`src/rtl/hazard_pkg.sv`:
```
// Shared types and constants for the pipeline hazard controller.
package hazard_pkg;

   localparam int unsigned REG_IDX_W     = 5;
   localparam int unsigned CNT_W_DEFAULT = 32;
   localparam int unsigned WAIT_CNT_W    = 8;
   localparam logic [31:0] NOP_INST      = 32'h0000_0013;

   typedef logic [REG_IDX_W-1:0] reg_idx_t;

   typedef enum logic {
      RUN      = 1'b0,
      MEM_WAIT = 1'b1
   } hz_state_e;

endpackage

```
`src/rtl/pipeline_hazard_ctrl_if.sv`:
```
// Side-band inputs from ID/EX/MEM and per-stage control outputs of the hazard controller.
interface pipeline_hazard_ctrl_if;
   import hazard_pkg::*;

   reg_idx_t IF_ID_Rs1;
   reg_idx_t IF_ID_Rs2;
   logic     IF_ID_UseRs1;
   logic     IF_ID_UseRs2;
   logic     ID_EX_MemRead;
   reg_idx_t ID_EX_Rd;
   logic     EX_Redirect;
   logic     dmem_req;
   logic     dmem_ready;

   logic     PCWrite;
   logic     PCSel_Redirect;
   logic     IF_ID_Stall;
   logic     IF_ID_Flush;
   logic     Control_Sig_Stall;
   logic     ID_EX_Flush;
   logic     Pipe_Freeze;
   logic     mem_timeout_err;

   // Controller side.
   modport master (
      input  IF_ID_Rs1, IF_ID_Rs2, IF_ID_UseRs1, IF_ID_UseRs2,
      input  ID_EX_MemRead, ID_EX_Rd, EX_Redirect, dmem_req, dmem_ready,
      output PCWrite, PCSel_Redirect, IF_ID_Stall, IF_ID_Flush,
      output Control_Sig_Stall, ID_EX_Flush, Pipe_Freeze, mem_timeout_err
   );

   // Pipeline side.
   modport slave (
      output IF_ID_Rs1, IF_ID_Rs2, IF_ID_UseRs1, IF_ID_UseRs2,
      output ID_EX_MemRead, ID_EX_Rd, EX_Redirect, dmem_req, dmem_ready,
      input  PCWrite, PCSel_Redirect, IF_ID_Stall, IF_ID_Flush,
      input  Control_Sig_Stall, ID_EX_Flush, Pipe_Freeze, mem_timeout_err
   );

endinterface

```
`src/rtl/lu_hazard_detect.sv`:
```
// Load-use comparator: the load in EX writes a register the decode instruction reads.
module lu_hazard_detect
   import hazard_pkg::*;
(
   input  reg_idx_t rs1,
   input  reg_idx_t rs2,
   input  logic     use_rs1,
   input  logic     use_rs2,
   input  logic     ex_mem_read,
   input  reg_idx_t ex_rd,
   output logic     lu_hazard
);

   // x0 is never a real dependency.
   always_comb begin
      lu_hazard = ex_mem_read && (ex_rd != '0) &&
                  ((use_rs1 && (ex_rd == rs1)) || (use_rs2 && (ex_rd == rs2)));
   end

endmodule

```
`src/rtl/pipeline_hazard_ctrl.sv`:
```
// Stall/flush sequencer for the 5-stage pipeline.
// Optional performance counters are enabled with the HAZARD_PERF_CNT_EN macro.
module pipeline_hazard_ctrl
   import hazard_pkg::*;
#(
   parameter int unsigned MEM_TIMEOUT = 64
`ifdef HAZARD_PERF_CNT_EN
   ,
   parameter int unsigned CNT_W = CNT_W_DEFAULT
`endif
) (
   input  logic                   clk,
   input  logic                   rst_n,
   pipeline_hazard_ctrl_if.master hz
`ifdef HAZARD_PERF_CNT_EN
   ,
   output logic [CNT_W-1:0]       stall_cycles,
   output logic [CNT_W-1:0]       flush_count,
   output logic [CNT_W-1:0]       freeze_cycles
`endif
);

   localparam logic [WAIT_CNT_W-1:0] TimeoutVal = WAIT_CNT_W'(MEM_TIMEOUT);
   localparam logic [WAIT_CNT_W-1:0] WaitMax    = '1;

   hz_state_e             state_q, state_d;
   logic                  pend_q, pend_d;
   logic [WAIT_CNT_W-1:0] cnt_q, cnt_d;
   logic                  err_q, err_d;
   logic                  lu_hazard;
   logic                  mem_stall;
   logic                  redirect;

   lu_hazard_detect u_lu_hazard_detect (
      .rs1         (hz.IF_ID_Rs1),
      .rs2         (hz.IF_ID_Rs2),
      .use_rs1     (hz.IF_ID_UseRs1),
      .use_rs2     (hz.IF_ID_UseRs2),
      .ex_mem_read (hz.ID_EX_MemRead),
      .ex_rd       (hz.ID_EX_Rd),
      .lu_hazard   (lu_hazard)
   );

   assign mem_stall = hz.dmem_req & ~hz.dmem_ready;
   // A redirect deferred by a memory freeze fires as soon as the pipeline runs again.
   assign redirect  = hz.EX_Redirect | pend_q;

   // State register.
   always_ff @(posedge clk or negedge rst_n) begin
      if (!rst_n) state_q <= RUN;
      else        state_q <= state_d;
   end

   // Next-state logic.
   always_comb begin
      state_d = state_q;
      case (state_q)
         RUN:      if (mem_stall)     state_d = MEM_WAIT;
         MEM_WAIT: if (hz.dmem_ready) state_d = RUN;
         default:                     state_d = RUN;
      endcase
   end

   // Next values of the pending redirect, wait counter and sticky timeout flag.
   always_comb begin
      pend_d = pend_q;
      cnt_d  = cnt_q;
      err_d  = err_q;
      case (state_q)
         RUN: begin
            if (mem_stall) begin
               pend_d = pend_q | hz.EX_Redirect;
               cnt_d  = WAIT_CNT_W'(1);
            end else if (redirect) begin
               pend_d = 1'b0;
            end
         end
         MEM_WAIT: begin
            // Redirect arriving on the ready cycle is still captured.
            pend_d = pend_q | hz.EX_Redirect;
            if (hz.dmem_ready)        cnt_d = '0;
            else if (cnt_q != WaitMax) cnt_d = cnt_q + WAIT_CNT_W'(1);
         end
         default: ;
      endcase
      if ((state_d == MEM_WAIT) && (cnt_d == TimeoutVal)) err_d = 1'b1;
   end

   // Datapath registers.
   always_ff @(posedge clk or negedge rst_n) begin
      if (!rst_n) begin
         pend_q <= 1'b0;
         cnt_q  <= '0;
         err_q  <= 1'b0;
      end else begin
         pend_q <= pend_d;
         cnt_q  <= cnt_d;
         err_q  <= err_d;
      end
   end

   // Mealy outputs, priority freeze > redirect > load-use.
   always_comb begin
      hz.PCWrite           = 1'b1;
      hz.PCSel_Redirect    = 1'b0;
      hz.IF_ID_Stall       = 1'b0;
      hz.IF_ID_Flush       = 1'b0;
      hz.Control_Sig_Stall = 1'b0;
      hz.ID_EX_Flush       = 1'b0;
      hz.Pipe_Freeze       = 1'b0;
      hz.mem_timeout_err   = err_q;
      if (!rst_n || (state_q == MEM_WAIT) || mem_stall) begin
         hz.PCWrite     = 1'b0;
         hz.IF_ID_Stall = 1'b1;
         hz.Pipe_Freeze = 1'b1;
      end else if (redirect) begin
         hz.PCSel_Redirect = 1'b1;
         hz.IF_ID_Flush    = 1'b1;
         hz.ID_EX_Flush    = 1'b1;
      end else if (lu_hazard) begin
         hz.PCWrite           = 1'b0;
         hz.IF_ID_Stall       = 1'b1;
         hz.Control_Sig_Stall = 1'b1;
      end
   end

`ifdef HAZARD_PERF_CNT_EN
   // Performance counters, wrapping on overflow.
   always_ff @(posedge clk or negedge rst_n) begin
      if (!rst_n) begin
         stall_cycles  <= '0;
         flush_count   <= '0;
         freeze_cycles <= '0;
      end else begin
         if (hz.Control_Sig_Stall) stall_cycles  <= stall_cycles + CNT_W'(1);
         if (hz.PCSel_Redirect)    flush_count   <= flush_count + CNT_W'(1);
         if (hz.Pipe_Freeze)       freeze_cycles <= freeze_cycles + CNT_W'(1);
      end
   end
`endif

endmodule

```
`src/flat_wrapper.sv`:
```
// flat-port wrapper written by rule: the top's interface ports become plain ports
module pipeline_hazard_ctrl_flat import hazard_pkg::*;
#(
   parameter int unsigned MEM_TIMEOUT = 64

)
  (clk, rst_n, hz_IF_ID_Rs1, hz_IF_ID_Rs2, hz_IF_ID_UseRs1, hz_IF_ID_UseRs2, hz_ID_EX_MemRead, hz_ID_EX_Rd, hz_EX_Redirect, hz_dmem_req, hz_dmem_ready, hz_PCWrite, hz_PCSel_Redirect, hz_IF_ID_Stall, hz_IF_ID_Flush, hz_Control_Sig_Stall, hz_ID_EX_Flush, hz_Pipe_Freeze, hz_mem_timeout_err);
  pipeline_hazard_ctrl_if hz_i ();
  input  logic clk;
  input  logic rst_n;
  input wire logic [$bits(hz_i.IF_ID_Rs1)-1:0] hz_IF_ID_Rs1;
  input wire logic [$bits(hz_i.IF_ID_Rs2)-1:0] hz_IF_ID_Rs2;
  input wire logic [$bits(hz_i.IF_ID_UseRs1)-1:0] hz_IF_ID_UseRs1;
  input wire logic [$bits(hz_i.IF_ID_UseRs2)-1:0] hz_IF_ID_UseRs2;
  input wire logic [$bits(hz_i.ID_EX_MemRead)-1:0] hz_ID_EX_MemRead;
  input wire logic [$bits(hz_i.ID_EX_Rd)-1:0] hz_ID_EX_Rd;
  input wire logic [$bits(hz_i.EX_Redirect)-1:0] hz_EX_Redirect;
  input wire logic [$bits(hz_i.dmem_req)-1:0] hz_dmem_req;
  input wire logic [$bits(hz_i.dmem_ready)-1:0] hz_dmem_ready;
  output wire logic [$bits(hz_i.PCWrite)-1:0] hz_PCWrite;
  output wire logic [$bits(hz_i.PCSel_Redirect)-1:0] hz_PCSel_Redirect;
  output wire logic [$bits(hz_i.IF_ID_Stall)-1:0] hz_IF_ID_Stall;
  output wire logic [$bits(hz_i.IF_ID_Flush)-1:0] hz_IF_ID_Flush;
  output wire logic [$bits(hz_i.Control_Sig_Stall)-1:0] hz_Control_Sig_Stall;
  output wire logic [$bits(hz_i.ID_EX_Flush)-1:0] hz_ID_EX_Flush;
  output wire logic [$bits(hz_i.Pipe_Freeze)-1:0] hz_Pipe_Freeze;
  output wire logic [$bits(hz_i.mem_timeout_err)-1:0] hz_mem_timeout_err;
  assign hz_i.IF_ID_Rs1 = hz_IF_ID_Rs1;
  assign hz_i.IF_ID_Rs2 = hz_IF_ID_Rs2;
  assign hz_i.IF_ID_UseRs1 = hz_IF_ID_UseRs1;
  assign hz_i.IF_ID_UseRs2 = hz_IF_ID_UseRs2;
  assign hz_i.ID_EX_MemRead = hz_ID_EX_MemRead;
  assign hz_i.ID_EX_Rd = hz_ID_EX_Rd;
  assign hz_i.EX_Redirect = hz_EX_Redirect;
  assign hz_i.dmem_req = hz_dmem_req;
  assign hz_i.dmem_ready = hz_dmem_ready;
  assign hz_PCWrite = hz_i.PCWrite;
  assign hz_PCSel_Redirect = hz_i.PCSel_Redirect;
  assign hz_IF_ID_Stall = hz_i.IF_ID_Stall;
  assign hz_IF_ID_Flush = hz_i.IF_ID_Flush;
  assign hz_Control_Sig_Stall = hz_i.Control_Sig_Stall;
  assign hz_ID_EX_Flush = hz_i.ID_EX_Flush;
  assign hz_Pipe_Freeze = hz_i.Pipe_Freeze;
  assign hz_mem_timeout_err = hz_i.mem_timeout_err;
  pipeline_hazard_ctrl #(.MEM_TIMEOUT(MEM_TIMEOUT)) u_core (.clk(clk), .rst_n(rst_n), .hz(hz_i));
endmodule
```
`config.mk`:
```
export PLATFORM = sky130hd
export DESIGN_NAME = pipeline_hazard_ctrl_flat
export DESIGN_NICKNAME = d
export VERILOG_FILES = /design/src/rtl/hazard_pkg.sv /design/src/rtl/pipeline_hazard_ctrl_if.sv /design/src/rtl/lu_hazard_detect.sv /design/src/rtl/pipeline_hazard_ctrl.sv /design/src/flat_wrapper.sv
export SDC_FILE = /design/constraint.sdc
export NUM_CORES = 1
export LEC_CHECK = 0
export ABC_AREA = 1
export ABC_CLOCK_PERIOD_IN_PS = 3200
export BUFFER_PORTS_ARGS = -buffer_cell sky130_fd_sc_hd__buf_2
export CORE_ASPECT_RATIO = 1.4
export CORE_MARGIN = 2
export CORE_UTILIZATION = 40
export CTS_CLUSTER_DIAMETER = 50
export DETAILED_ROUTE_END_ITERATION = 6
export PLACE_DENSITY = 0.66
export SETUP_SLACK_MARGIN = 0.2
export SLEW_MARGIN = 10
export SYNTH_ARGS = -nofsm -noshare
export SYNTH_HDL_FRONTEND = slang
export SYNTH_SLANG_ARGS = --single-unit
```
`constraint.sdc`:
```
create_clock -name clk -period 3.2 [get_ports clk]
set_input_delay 0.16 -clock clk [delete_from_list [all_inputs] [get_ports clk]]
set_output_delay 0.16 -clock clk [all_outputs]
set_load 0.01 [all_outputs]
```
* Word level (Yosys, flattened, before mapping)
Cells that the tools add are included.
** Cells by class
- Equality and inequality tests :: 5
- Multiplexer cells :: 20
- $add $sub $neg :: 1
- Reductions and logical operators :: 10
- Bitwise operators :: 4
** Operators by type and width (count)
- two-way mux 8 bit :: 3
- case mux 8 bit (2 select lines) :: 1
- two-way mux 1 bit :: 14
- == test 5 bit :: 2
- adder 8 x 1 -> 8 bit, second input constant :: 1
- == test 8 x 7 -> 1 bit, second input constant :: 1
- inequality test 8 bit, second input constant :: 1
- logical AND 1 bit :: 5
- nonzero test 5 bit :: 1
- case mux 1 bit (2 select lines) :: 2
- logical OR 1 bit :: 3
- inequality test 3 x 1 -> 1 bit, second input constant :: 1
- NOT 1 bit :: 2
- AND 1 bit :: 1
- zero test 1 bit :: 1
- bitwise OR 1 bit :: 1
** Word-level totals
- Word-level logic and storage cells :: 44
- Input bits :: 23
- Output and inout port bits :: 8
- Register bits :: 11

* Depth between registers and ports, before layout
Gate-level depths: netlist of run 1.
- Word-level depth :: 7
- Depth in mapped cells :: 12
- Mapped depth without buffers :: 12

* Modules after synthesis
A second synthesis of run 1 with hierarchy kept.
** Unflattened totals
- Cells, all modules :: 160
- Area, all modules :: 963.4 um^2
** Modules (own cells, without submodules)
- pipeline_hazard_ctrl :: times used 1, sequential area each 275.3 um^2, area an instance 747.0 um^2, cells an instance 105
- lu_hazard_detect :: times used 1, sequential area each 0.0 um^2, area an instance 216.5 um^2, cells an instance 55

* Worst setup path before layout of run 1
OpenSTA, ideal clock, no wires.
- Path type :: register -> output
- Start :: reg u_core.state_q
- End :: out hz_IF_ID_Flush
- Data arrival time :: 1.286 ns
- Buffers on the path :: 1
- Data required time :: 3.040 ns
- Setup slack :: 1.754 ns
- Cell stages (with the launch flop) :: 5
- Cell sequence :: dfrtp_1 nor2_2 nand2_1 nor2_1 buf_4
** Between the ends
- Longest elaborated chain between the ends :: 3
** RTL lines
- start, declared :: RTL line pipeline_hazard_ctrl.sv:26 : hz_state_e state_q, state_d;
- start signal, assigned :: RTL line pipeline_hazard_ctrl.sv:51 : else state_q <= state_d;
- logical OR 1 bit (2 in series) :: RTL line pipeline_hazard_ctrl.sv:112 : if (!rst_n || (state_q == MEM_WAIT) || mem_stall) begin
- two-way mux 1 bit
- end, declared :: RTL line flat_wrapper.sv:23 : output wire logic [$bits(hz_i.IF_ID_Flush)-1:0] hz_IF_ID_Flush;
Every way passes these cells.

* Final worst setup path of run 1
- Start :: reg u_core.state_q
- End :: out hz_PCSel_Redirect
** Between the ends
- Longest elaborated chain between the ends :: 3
** RTL lines
- logical OR 1 bit (2 in series) :: RTL line pipeline_hazard_ctrl.sv:112
- two-way mux 1 bit :: RTL line pipeline_hazard_ctrl.sv:112
- end, declared :: RTL line flat_wrapper.sv:21 : output wire logic [$bits(hz_i.PCSel_Redirect)-1:0] hz_PCSel_Redirect;
Every way passes these cells.

==> results.md, run 1 <==
* Antenna violations before repair at 0
* Clk_lat worst skew at 280 ps
* IR Drop Worst-Case VDD at 0.0002274 V
* Area Growth Syn to Fin at 21.66%
* Chip Width at 44.50 µm
* Pin count of the biggest net entering global routing at 14
* Worst R2R Setup Slack at 1700 ps
* Via count of the first global-routing pass at 976
* First DRT Iteration DRCs at 16
* Clock tree from TritonCTS: built
* Initial core utilization at 42.18%
* Count of nets left with antenna violations after detail routing at 0
* Critical path type: flop to primary output
* Synth Register Bits at 11
* Weighted congestion reported at the end of routability-driven placement at 0.8771
* Most frequent standard cell in the layout excluding fill and tap cells: nand2_1
* Routed via count at 994
* Number of core rows at 20
* First-pass GRT wire length at 3760 µm
* Synthesized instance count at 142
* Top-area cell type share of the netlist area at 29.97%
* Reg-to-reg endpoint: u_core.hz.mem_timeout_err
* Startpoint of the most critical hold path: hz_EX_Redirect
* Post CTS Setup Buffer Count at 0
* Sinks on the clock net at 11
* Average instance area after synthesis at 6.467 µm²
* TritonCTS buffer count at 3
* Ranking of synthesized cells by area: dfrtp_1 30%, nand2_1 16%, nand3_1 9.3%
* Unrepaired setup endpoints after global routing: false
* Clock Path Buffers at 2
* Worst Path Required at 3040 ps
* Cell area power density at 306.7 nW/µm²
* HPWL after detailed placement at 1806 µm
* Endpoints failing setup at 0
* Gr ovfl total at 0
* Type of the worst min-delay path: primary input to flop
* Layout fillers at 226
* Peak Freq at 582.2 MHz
* Die Span Y at 60.70 µm
* Floorplan Core Area at 2177 µm²
* Termination of the worst setup path: hz_PCSel_Redirect
* Root buffer cell: clkbuf_4
* Library cell occupying the most area in the post-synthesis netlist: dfrtp_1
* Port Buffers at 30
* Max-cap violations at 0
* Result of the run: complete, no violations
* Total of warnings raised by yosys at 0
* Number of cells on the worst reg-to-reg path at 12
* Endpoint arrival time on the critical path at 1560 ps
* Nets in the synthesized netlist at 166
* Post-route DRC at 0
* Wire length per cell after detailed routing at 11.04 µm
* Portion of the post-synthesis area used by sequential elements at 29.97%
* Number of antenna diodes at 0
* Fraction of final layout cells with drive strength greater than 1 at 28.00%
* Worst Skew at 9.120 ps
* Portion of the clock cycle consumed by the worst path in the final layout at 53.68%
* Least-Margin Pin Slew at 402.9 ps
* Vias per Instance at 5.046
* Distinct cells, synth at 25
* Most frequent cells in the layout: 38 x nand2_1, 30 x buf_2, 22 x nor2_1, 18 x inv_1, 17 x nand3_1
* Worst slew slack as a fraction of its limit at 73.11%
* Worst setup path startpoint: u_core.state_q
* Crit Path Max Fanout at 9
* Minimum period implied by the final worst setup slack at 1718 ps
* Type of origin of the critical path: flop
* Final hold violation count at 0
* Util after Layout at 51.32%
* Total chip power at 0.3427 mW
* Total wire length at 2174 µm
* Static leakage at 0.6614 nW
* Detailed-routing iteration count for the pre-antenna-repair pass at 4
* Worst reg2reg startpoint: u_core.cnt_q[1]
* Type of element capturing the critical path: primary output
* Clock-pin slew reported for the worst setup and hold paths after clock tree synthesis at 80 ps
* Final layout net count at 200
* Die Outline Area at 2701 µm²
* Gr usage total at 18.62%
* IO Pins at 31
* H-tree Lvls at 1
* Mapped cell area at 918.4 µm²
* Number of max-slew violations in the final report at 0
* Setup Total Neg Slack at 0 ps
==> registers in the layout, indices dropped and copies added (netlist names) <==
name and flops:
u_core.cnt_q 8, u_core.pend_q 1, u_core.hz.mem_timeout_err 1, u_core.state_q 1
==> final cells by class <==
cell class	count	area [µm²]	share of cell area, %
Multi-Input combinational cell	107	545.5	48.82
Timing Repair Buffer	31	160.2	14.33
Sequential cell	11	275.3	24.64
Inverter	22	82.58	7.391
Clock buffer	4	26.28	2.352
Tap cell	22	27.53	2.464
==> per-layer routing <==
layer | up-vias | global-route usage, % | wire [µm] | part of all wire, %
met4 | 0 | 11.26 | 54 | 2.5
met1 | 437 | 18.96 | 828 | 38
met5 | - | 0 | 0 | 0
met3 | 7 | 0.8929 | 119 | 5.5
li1 | 513 | - | - | -
met2 | 37 | 36.02 | 1172 | 54
==> synth_stat cells, drive strengths merged <==
library cell,number
a211oi,1
a21oi,3
a221oi,1
and3,1
buf,2
dfrtp,11
ha,1
inv,22
nand2,43
nand3,18
nand4,1
nor2,28
nor3,1
o211ai,1
o21ai,3
o22ai,2
xnor2,1
xor2,2
==> stage by stage <==
step	cell area [µm²]	instances	setup WS (ps)	hold slack, ps
global placement	1081	192	1744	54.20
finish	1117	197	1482	154.0
global route	1117	197	1356	189.7
CTS	1117	197	1486	149.4
detailed placement	1081	192	1720	59.39
floorplan	918.4	142	1754	-135.6
==> worst max-delay path, cell delays in order (launching register included) <==
cell and delay, ps:
dfrtp_1 420, nor2_2 360, nand2_1 170, nor2_1 160, buf_2 150
==> how the worst min path moves through the flow <==
stage / slack (ps) / to / cells after the start
finish: 150 / u_core.pend_q / 3
global route: 190 / u_core.pend_q / 3
CTS: 150 / u_core.pend_q / 3
detailed placement: 60 / u_core.cnt_q[2] / 1
global placement: 50 / u_core.cnt_q[2] / 1
floorplan: -140 / u_core.cnt_q[0] / 0
==> where the power goes <==
group          leakage, nW  switching, mW  total, mW  internal, mW
sequential           0.142        0.00770      0.155         0.147
clock               0.0150         0.0507     0.0992        0.0484
combinational        0.504         0.0520     0.0889        0.0369
==> cell families after synthesis <==
family / count (synthesis) / synth area share (%)
xor gates and xnor gates: 3 / 2.862
buffers and inverters: 24 / 10.63
and+or+nand+nor: 92 / 47.96
AOI/OAI and AO/OA: 11 / 7.220
DFF: 11 / 29.97
adders and majority gates: 1 / 1.362
==> repair_timing <==
item                                   in CTS  in global routing
endpoints found under the hold margin      11                  0
hold buffers                                1                  0
gates resized for setup                     0                  0
Power figures use the tool's default switching activity.
==> inputs of run 2 (changes only) <==
Settings changed: ABC_AREA 1 to 0, ABC_CLOCK_PERIOD_IN_PS 3200 to 1500, PLACE_DENSITY 0.66 to 0.69.
Clock period 3.2 ns to 1.5 ns, I/O delays scaled along.
==> run 2 against run 1 <==
The run now ends with negative setup slack left. Critical path depth is 2 higher. Clock-buffer cell count stayed put. Synthesized cell count is 33% lower. Wire length is 38% higher. Area after synthesis is 7.1% lower. Via count is 5.8% higher. Register-to-register slack worse by 2100 ps. Setup slack worse by 1900 ps. Global-route usage is 6.3 points higher. Combinational power grew to 3.3 times the previous value. Critical endpoint is now u_core.hz.mem_timeout_err. Highest routed layer unchanged.
==> results.md, run 2 <==
* Average instance area after synthesis at 8.982 µm² (was 6.467 µm²)
* Top-area cell type share of the netlist area at 32.26% (was 29.97%)
* Library cell occupying the most area in the post-synthesis netlist: dfrtp_1 (unchanged)
* Total of warnings raised by yosys at 0 (unchanged)
* Ranking of synthesized cells by area: dfrtp_1 32%, xor2_1 8.2%, a21oi_1 4.1% (was dfrtp_1 30%, nand2_1 16%, nand3_1 9.3%)
* Logic pwr share at 35.6% (was 25.9%)
* Initial core utilization at 42.73% (was 42.18%)
* Worst Path Required at 1660 ps (was 3040 ps)
* Switching power as a share of total power at 30.40% (was 32.23%)
* Die Outline Area at 2524 µm² (was 2701 µm²)
* Setup Total Neg Slack at -484.2 ps (was 0 ps)
* Internal Pwr Total at 0.5662 mW (was 0.2323 mW)
* Type of origin of the critical path: flop (unchanged)
* Total chip power at 0.8135 mW (was 0.3427 mW)
* Worst Skew at 3.503 ps (was 9.120 ps)
* Wire length per cell after detailed routing at 16.61 µm (was 11.04 µm)
* Worst-path cell with the longest stage delay: or4_4 (was dfrtp_1)
* Finished layout cell area at 1501 µm² (was 1117 µm²)
* Commonest cells post-synth: 11 x dfrtp_1, 8 x xor2_1, 7 x a21oi_1, 7 x nor2_1 (was 38 x nand2_1, 22 x nor2_1, 18 x inv_1, 17 x nand3_1, 11 x dfrtp_1)
* Area Growth Syn to Fin at 75.95% (was 21.66%)
* Worst setup slack after layout at -418.7 ps (was 1482 ps)
* Cell area power density at 541.8 nW/µm² (was 306.7 nW/µm²)
* Portion of the clock cycle consumed by the worst path in the final layout at 127.9%
* H-tree Lvls at 1 (unchanged)
* Violations in the final reports: negative setup slack
* Pin count of the biggest net entering global routing at 12 (was 14)
* Flip-flop count of the largest register after layout at 8 (unchanged)
* Total wire length at 3007 µm (was 2174 µm)
* Peak Freq at 521.2 MHz
* Minimum period implied by the final worst setup slack at 1919 ps
* Static leakage at 0.6988 nW (was 0.6614 nW)
* Vias per Instance at 5.812 (was 5.046)
* Gr usage total at 24.97% (was 18.62%)
* Share of flip-flops with an asynchronous set or reset at 100.0% (unchanged)
* Type of the worst min-delay path: primary input to flop (unchanged)
* Result of the run: finished with violations (was complete, no violations)
* Most common cell in the netlist: dfrtp_1 (was nand2_1)
* Clock-pin slew reported for the worst setup and hold paths after clock tree synthesis at 70 ps (was 80 ps)
* Number of standard cells in the layout, taps in and fillers out at 181 (was 197)
* IO Pins at 31 (unchanged)
* Util after Layout at 75.19% (was 51.32%)
* Most common flop cell mapped by yosys: dfrtp_1 (unchanged)
* Highest cell delay on the worst timing path at 460 ps (was 420 ps)
* IR Drop Worst-Case VDD at 0.0005288 V (was 0.0002274 V)
* Synth Register Bits at 11 (unchanged)
* Sw power at 0.2473 mW (was 0.1104 mW)
* Unrepaired setup endpoints after global routing: true (was false)
* EDFF count, synth at 0 (unchanged)
* Port Buffers at 30 (unchanged)
* Synthesized instance count at 95 (was 142)
* Instance area at placement at 1184 µm² (was 1081 µm²)
* Die Span Y at 58.65 µm (was 60.70 µm)
* Final hold violation count at 0 (unchanged)
* Mapped cell area at 853.3 µm² (was 918.4 µm²)
* Critical path type: flop to flop (was flop to primary output)
* Distinct cells, synth at 38 (was 25)
* Most frequent cells in the layout: 30 x buf_4, 26 x buf_2, 9 x buf_6, 8 x xor2_1, 8 x dfrtp_1 (was 38 x nand2_1, 30 x buf_2, 22 x nor2_1, 18 x inv_1, 17 x nand3_1)
* Fraction of final layout cells with drive strength greater than 1 at 63.13% (was 28.00%)
* Clock Path Buffers at 2 (unchanged)
* Count of nets left with antenna violations after detail routing at 0 (unchanged)
* Sinks on the clock net at 11 (unchanged)
* Root buffer cell: clkbuf_4 (unchanged)
* HPWL after detailed placement at 1990 µm (was 1806 µm)
* Register with the most flip-flops: u_core.cnt_q (unchanged)
* Nets in the synthesized netlist at 119 (was 166)
* Detailed-routing iteration count for the pre-antenna-repair pass at 4 (unchanged)
* Clock tree from TritonCTS: built (unchanged)
* Max-cap violations at 0 (unchanged)
* Share of power burned in registers at 40.6% (was 45.1%)
* Critical path, cell by cell: ha_4 > and4_4 > a2111o_1 > o2111ai_2 > or4_4 > o41ai_4 (was nor2_2 > nand2_1 > nor2_1 > buf_2)
* Final layout net count at 185 (was 200)
* Number of antenna diodes at 0 (unchanged)
* Most frequent standard cell in the layout excluding fill and tap cells: buf_4 (was nand2_1)
* Worst slack, placed at -376.5 ps (was 1720 ps)
* Chip Width at 43.04 µm (was 44.50 µm)
* Endpoint arrival time on the critical path at 2080 ps (was 1560 ps)
* Routed via count at 1,052 (was 994)
* Antenna violations before repair at 0 (unchanged)
* Portion of the post-synthesis area used by sequential elements at 32.26% (was 29.97%)
* Floorplan Core Area at 1997 µm² (was 2177 µm²)
* Post-placement cell count at 167 (was 192)
* Portion of total power attributed to the clock network at 23.9% (was 28.9%)
* First DRT Iteration DRCs at 20 (was 16)
* Worst Hold Slack at 81.18 ps (was 154.0 ps)
* Type of element capturing the critical path: flop (was primary output)
* Weighted congestion reported at the end of routability-driven placement at 0.8718 (was 0.8771)
* Number of core rows at 19 (was 20)
* Via count of the first global-routing pass at 1,113 (was 976)
* Post-route DRC at 0 (unchanged)
* Clk_lat worst skew at 260 ps (was 280 ps)
* First-pass GRT wire length at 4795 µm (was 3760 µm)
* TritonCTS buffer count at 3 (unchanged)
* Worst slew slack as a fraction of its limit at 65.56% (was 73.11%)
* Gr ovfl total at 0 (unchanged)
* Number of max-slew violations in the final report at 0 (unchanged)
* Crit Path Max Fanout at 4 (was 9)
* Endpoints failing setup at 2 (was 0)
* Least-Margin Pin Slew at 514.9 ps (was 402.9 ps)
run 2: cell count changes after synthesis, sizes merged, moves of 5 or more:
cell   change
a21oi      +5
inv       -16
nand2     -37
nand3     -13
nor2      -21
xor2       +6
run 2: cell families after synthesis:
logic type	share of synthesized area (%)
compound gates	25.66
xor+xnor	10.26
fa+ha+maj	1.466
buf+inv	8.357
flops	32.26
simple gates	21.99
run 2: final timing paths:
path                                      startpoint                        end  slack, ps  cells past startpoint
min in group asynchronous                      rst_n             u_core.state_q        360                      2
max in group asynchronous                      rst_n            u_core.cnt_q[2]        760                      2
setup / recovery                     u_core.cnt_q[0]  u_core.hz.mem_timeout_err       -420                      6
hold reg to reg            u_core.hz.mem_timeout_err  u_core.hz.mem_timeout_err        510                      2
hold / removal                        hz_EX_Redirect              u_core.pend_q         80                      3
setup reg to reg                     u_core.cnt_q[0]  u_core.hz.mem_timeout_err       -420                      6
run 2: power groups by stage:
stage / registers [mW] / logic [mW] / clock network, mW
floorplan: 0.328 / 0.104 / 0
global placement: 0.327 / 0.199 / 0
detailed placement: 0.328 / 0.209 / 0
CTS: 0.329 / 0.261 / 0.200
global route: 0.331 / 0.310 / 0.222
finish: 0.330 / 0.289 / 0.194
run 2: critical path: cells and delay by family, from the launching register on:
family | cells | cell delay [ps]
adder cells (fa/ha/maj) | 1 | 180
AO/OA/AOI/OAI | 3 | 510
AND/OR/NAND/NOR | 2 | 720
flip-flops | 1 | 420
run 2: routing by layer:
metal / up-vias / track usage (%) / routed length, µm
li1: 485 / - / -
met5: - / 0 / 0
met4: 0 / 12.55 / 89
met3: 13 / 3.374 / 173
met1: 498 / 24.71 / 1064
met2: 56 / 49.13 / 1680
run 2: layout make-up:
cell class	count	area (µm²)
Multi-Input combinational cell	73	680.7
Clock buffer	4	26.28
Fill cell	138	495.5
Sequential cell	11	279.0
Inverter	6	22.52
Timing Repair Buffer	66	466.7
Tap cell	21	26.28
run 2: what timing repair did:
item | CTS | global route
hold buffers | 1 | 0
gates resized for setup | 34 | 12
buffers inserted | 7 | 2
endpoints found under the hold margin | 11 | 0
cloned | 0 | 0
endpoints found under the setup margin | 15 | 15
pin swaps | 9 | 2
